`src/rtl/universal_shift_reg_multi.sv`:
```
// Parametrised universal shift register with single-step operations and a
// start/busy/done multi-cycle shift-by-N engine.
module universal_shift_reg_multi #(
  parameter int WIDTH = 8,
  localparam int CW = $clog2(WIDTH + 1)
) (
  input  logic             clk,
  input  logic             rst,
  input  logic             en,
  input  logic [2:0]       mode,
  input  logic [WIDTH-1:0] prl_in,
  input  logic             srl_in_r,
  input  logic             srl_in_l,
  input  logic             start,
  input  logic [CW-1:0]    amt,
  output logic [WIDTH-1:0] out,
  output logic             srl_out_l,
  output logic             srl_out_r,
  output logic             busy,
  output logic             done
);

  typedef enum logic [1:0] {
    S_IDLE  = 2'd0,
    S_SHIFT = 2'd1,
    S_DONE  = 2'd2
  } state_t;

  state_t           r_state;
  state_t           w_state_nxt;
  logic [WIDTH-1:0] r_out;
  logic [WIDTH-1:0] w_out_nxt;
  logic [CW-1:0]    r_cnt;
  logic [CW-1:0]    w_cnt_nxt;
  logic [2:0]       r_op;
  logic [2:0]       w_op_nxt;
  logic [CW-1:0]    w_amt_clamp;

  function automatic logic [WIDTH-1:0] step_f(
    input logic [2:0]       op,
    input logic [WIDTH-1:0] cur,
    input logic [WIDTH-1:0] pl,
    input logic             sr,
    input logic             sl
  );
    logic [WIDTH-1:0] res;
    case (op)
      3'b001:  res = {cur[WIDTH-2:0], sr};
      3'b010:  res = {sl, cur[WIDTH-1:1]};
      3'b011:  res = pl;
      3'b100:  res = {cur[WIDTH-2:0], cur[WIDTH-1]};
      3'b101:  res = {cur[0], cur[WIDTH-1:1]};
      3'b110:  res = {cur[WIDTH-1], cur[WIDTH-1:1]};
      default: res = cur;
    endcase
    return res;
  endfunction

  // Only shift/rotate ops take the multi-cycle path; hold and LOAD finish at once.
  function automatic logic is_shift_f(input logic [2:0] op);
    logic res;
    case (op)
      3'b001, 3'b010, 3'b100, 3'b101, 3'b110: res = 1'b1;
      default:                                res = 1'b0;
    endcase
    return res;
  endfunction

  assign w_amt_clamp = (amt > CW'(WIDTH)) ? CW'(WIDTH) : amt;

  // Next-state, datapath and counter logic.
  always_comb begin
    w_state_nxt = r_state;
    w_out_nxt   = r_out;
    w_cnt_nxt   = r_cnt;
    w_op_nxt    = r_op;
    case (r_state)
      S_IDLE: begin
        if (start) begin
          w_op_nxt  = mode;
          w_cnt_nxt = w_amt_clamp;
          if ((w_amt_clamp != '0) && is_shift_f(mode)) begin
            w_state_nxt = S_SHIFT;
          end else begin
            w_state_nxt = S_DONE;
          end
        end else if (en) begin
          w_out_nxt = step_f(mode, r_out, prl_in, srl_in_r, srl_in_l);
        end else begin
          w_out_nxt = r_out;
        end
      end
      S_SHIFT: begin
        w_out_nxt = step_f(r_op, r_out, prl_in, srl_in_r, srl_in_l);
        w_cnt_nxt = r_cnt - CW'(1);
        if (r_cnt == CW'(1)) begin
          w_state_nxt = S_DONE;
        end else begin
          w_state_nxt = S_SHIFT;
        end
      end
      S_DONE: begin
        w_state_nxt = S_IDLE;
      end
      default: begin
        w_state_nxt = S_IDLE;
      end
    endcase
  end

  // State and datapath registers.
  always_ff @(posedge clk or negedge rst) begin
    if (!rst) begin
      r_state <= S_IDLE;
      r_out   <= '0;
      r_cnt   <= '0;
      r_op    <= 3'b000;
    end else begin
      r_state <= w_state_nxt;
      r_out   <= w_out_nxt;
      r_cnt   <= w_cnt_nxt;
      r_op    <= w_op_nxt;
    end
  end

  assign out       = r_out;
  assign srl_out_l = r_out[WIDTH-1];
  assign srl_out_r = r_out[0];
  assign busy      = (r_state == S_SHIFT);
  assign done      = (r_state == S_DONE);

endmodule

```
`config.mk`:
```
export PLATFORM = sky130hd
export DESIGN_NAME = universal_shift_reg_multi
export DESIGN_NICKNAME = d
export VERILOG_FILES = /design/src/rtl/universal_shift_reg_multi.sv
export SDC_FILE = /design/constraint.sdc
export NUM_CORES = 1
export LEC_CHECK = 0
export BUFFER_PORTS_ARGS = -buffer_cell sky130_fd_sc_hd__buf_4
export CAP_MARGIN = 10
export CORE_MARGIN = 5
export CORE_UTILIZATION = 30
export DETAILED_ROUTE_END_ITERATION = 12
export GPL_TIMING_DRIVEN = 0
export SLEW_MARGIN = 20
export SYNTH_ARGS = -nofsm -noshare
export SYNTH_HDL_FRONTEND = slang
export SYNTH_SLANG_ARGS = --single-unit
export TNS_END_PERCENT = 30
```
`constraint.sdc`:
```
create_clock -name clk -period 3.8 [get_ports clk]
set_input_delay 0.76 -clock clk [delete_from_list [all_inputs] [get_ports clk]]
set_output_delay 0.76 -clock clk [all_outputs]
set_load 0.03 [all_outputs]
```
==> flow_metrics.py <==
metrics = {
    "place": {
        "placed_area_um2": 1937,
        "gp_congestion": 0.8436,
        "dpl.hpwl_mm": 3.528,
        "io_buffers": 30,
        "dp_worst_setup_slack_ps": 1596,
    },
    "clocking": {
        "clk_pin_slew_ps": 70,
        "ctsResizeCount": 0,
        "ctsHoldBuffers": 0,
        "clockBufferDepth": 2,
        "postCtsSetupBuffers": 0,
        "cts_root_buffer": "clkbuf_8",
        "clock-sinks": 17,
        "clk_latency_ps": 250,
        "cts.htree.levels": 1,
        "numCtsBuffers": 3,
        "cts_tree": "done",
    },
    "sta": {
        "rsz0062_at_grt": "false",
        "hold_viol": 0,
        "fin_ws_ps": 1301,
        "tns_ps": 0,
        "hold_ws_ps": 358.5,
        "tightest_slew_ps": 666.8,
        "slew_viol_final": 0,
        "fin_skew_ps": 6.380,
        "min_period_ps": 2499,
        "timing.final.crit_share": 0.6577,
        "max_clock_freq_mhz": 400.1,
        "slew_headroom": 0.5428,
        "setup_viol": 0,
    },
    "floorplanning": {
        "fp.dieArea_um2": 6985,
        "start_util": 0.3140,
        "io_pins": 33,
        "die_y_um": 83.58,
        "die_w_um": 83.58,
        "placementRows": 26,
        "core-area_um2": 5172,
    },
    "synth": {
        "synth.avg_cell_area_um2": 7.922,
        "synth_nets": 228,
        "synth.distinct_cells": 38,
        "yosysSeqAreaShare": 0.2619,
        "syn_area_um2": 1624,
        "ys_warn_count": 0,
        "synthCells": 205,
        "ys_ff_latch": 17,
    },
    "routing": {
        "vias": 1701,
        "routedWlPerCell_um": 15.61,
        "viasPerCell": 5.505,
        "drt_iter0_drc": 101,
        "wirelength_mm": 4.822,
        "drc": 0,
        "ant_nets": 0,
        "firstDrtPassIters": 4,
    },
    "power_and_ir_drop": {
        "p_leak_nw": 0.8717,
        "cellPowerDensity_nw_per_um2": 864.0,
        "total_power_w": 0.001712,
        "ir_drop_v": 0.0002627,
    },
    "critical_path": {
        "critical_path.startpoint_type": "register",
        "cp_max_fo": 10,
        "arrival_ps": 1740,
        "crit_path_end_kind": "output port",
        "crit_path_start": "r_state[1]",
        "path_class": "register to output port",
        "crit_required_ps": 3040,
        "r2r-start": "r_state[1]",
    },
    "final_layout": {
        "antenna_cells": 0,
        "layout-drive-gt1-share": 0.2887,
        "area.growth.synth_to_final_pct": 22.03,
        "nNetsFinal": 263,
        "stdcell_area_um2": 1982,
    },
    "global_route": {
        "overflow": 0,
        "antenna_found_initial": 0,
        "grt_pass1_wl_mm": 8.024,
        "grt_max_degree": 18,
        "grt_use_total": 0.1385,
        "grt_pass1_vias": 1621,
    },
    "hold_path": {
        "hold_path.class": "input port to async pin",
    },
    "status": {
        "status": "completed",
    },
    "job": {
        "maxCapViolations": 0,
    },
}
## layer usage
metal  up-vias  part of all wire  track usage
met5         -                 0            0
li1        823                 -            -
met2        66              0.50       0.2328
met1       808              0.42       0.1701
met3         4             0.073      0.04047
met4         0             0.010      0.04240
## layout by cell type, fill, tap and decap left out, types with 3 or more instances in the layout
master     n
clkbuf_8   3
nand2_1   16
a311oi_1   5
mux2i_1    9
nor3_1     3
buf_2     11
a21o_1     4
a31oi_1    4
mux2_2    13
o21ai_0   13
nor2_1    19
buf_6      4
nand2b_1  10
dfrtp_1   17
a221oi_1   6
buf_4     34
inv_1      7
a21oi_1   26
a211oi_1   4
nand3_1    6
## report_power, final
| group | switching, W | total, W | internal [W] |
|---|---|---|---|
| clock network | 0.0000619 | 0.000136 | 0.0000744 |
| logic | 0.000651 | 0.00117 | 0.000515 |
| registers | 0.000134 | 0.000410 | 0.000276 |
| total | 0.000847 | 0.00171 | 0.000866 |
## cells by family (layout without fill, tap and decap cells)
| family | after synthesis | after routing | share of synthesized area |
|---|---|---|---|
| buffers and inverters | 26 | 60 | 0.09630 |
| muxes | 22 | 22 | 0.1456 |
| adders and majority gates | 2 | 2 | 0.01541 |
| and+or+nand+nor | 66 | 66 | 0.2011 |
| DFF | 17 | 17 | 0.2619 |
| AOI/OAI and AO/OA | 72 | 72 | 0.2797 |
## synthesized netlist by cell type
cell type	number	area [µm²]
a211oi_1	4	30.03
nand3_1	6	30.03
mux2i_1	9	90.09
o21ai_0	13	65.06
o31a_1	1	8.760
buf_4	4	30.03
inv_1	7	26.28
a221oi_1	6	52.55
a2111oi_1	1	10.01
nand2_1	16	60.06
o31ai_1	1	7.510
nand3_2	1	10.01
a311oi_1	5	43.79
o41ai_1	1	8.760
o21ai_1	1	5.000
buf_2	11	55.05
a21o_1	4	30.03
buf_6	4	45.04
a21oi_1	26	130.1
nor3b_1	2	15.01
o22ai_1	2	12.51
nor4_1	1	6.260
ha_1	2	25.02
nand2b_2	1	8.760
nor2_2	1	6.260
nor2_1	19	71.32
nor3_2	1	10.01
o2bb2ai_1	1	8.760
nand4_1	1	6.260
o211ai_1	1	7.510
nand2b_1	10	62.56
dfrtp_1	17	425.4
nor3_1	3	15.01
nor2b_1	2	12.51
a31oi_1	4	25.02
and3_1	2	12.51
a32oi_1	1	8.760
mux2_2	13	146.4
## through the flow
step | utilization | std cells
floorplan | - | 205
global placement | 0.3745 | 305
detailed placement | 0.3745 | 305
CTS | 0.3832 | 309
global route | 0.3832 | 309
finish | 0.3832 | 309
## path summary, 6_finish.rpt
path                                    to  cells past startpoint  slack [ps]
worst max-delay path                  busy                      5        1300
worst min-delay path            r_state[0]                      1         360
worst max register to register      out[5]                      6        1990
worst min register to register    r_cnt[2]                      1         530
max in group asynchronous           out[2]                      1        3230
min in group clk                  r_cnt[2]                      1         530
## layout make-up
class | instances | area [µm²]
Inverter | 7 | 26.28
Sequential cell | 17 | 425.4
Clock buffer | 4 | 45.04
Timing Repair Buffer | 30 | 225.2
Buffer | 19 | 130.1
Fill cell | 515 | 3191
Multi-Input combinational cell | 162 | 1042
Tap cell | 70 | 87.58
## flip-flops by register name (all words and copies together), names as in the netlist
register  count
out           8
r_cnt         4
r_op          3
r_state       2
## critical path, stage by stage, from the launching register on
cell	delay (ps)
dfrtp_1	350
buf_2	160
nand2b_2	210
inv_1	260
buf_2	300
buf_4	200
No activity file was read; power rests on OpenSTA's default activity.
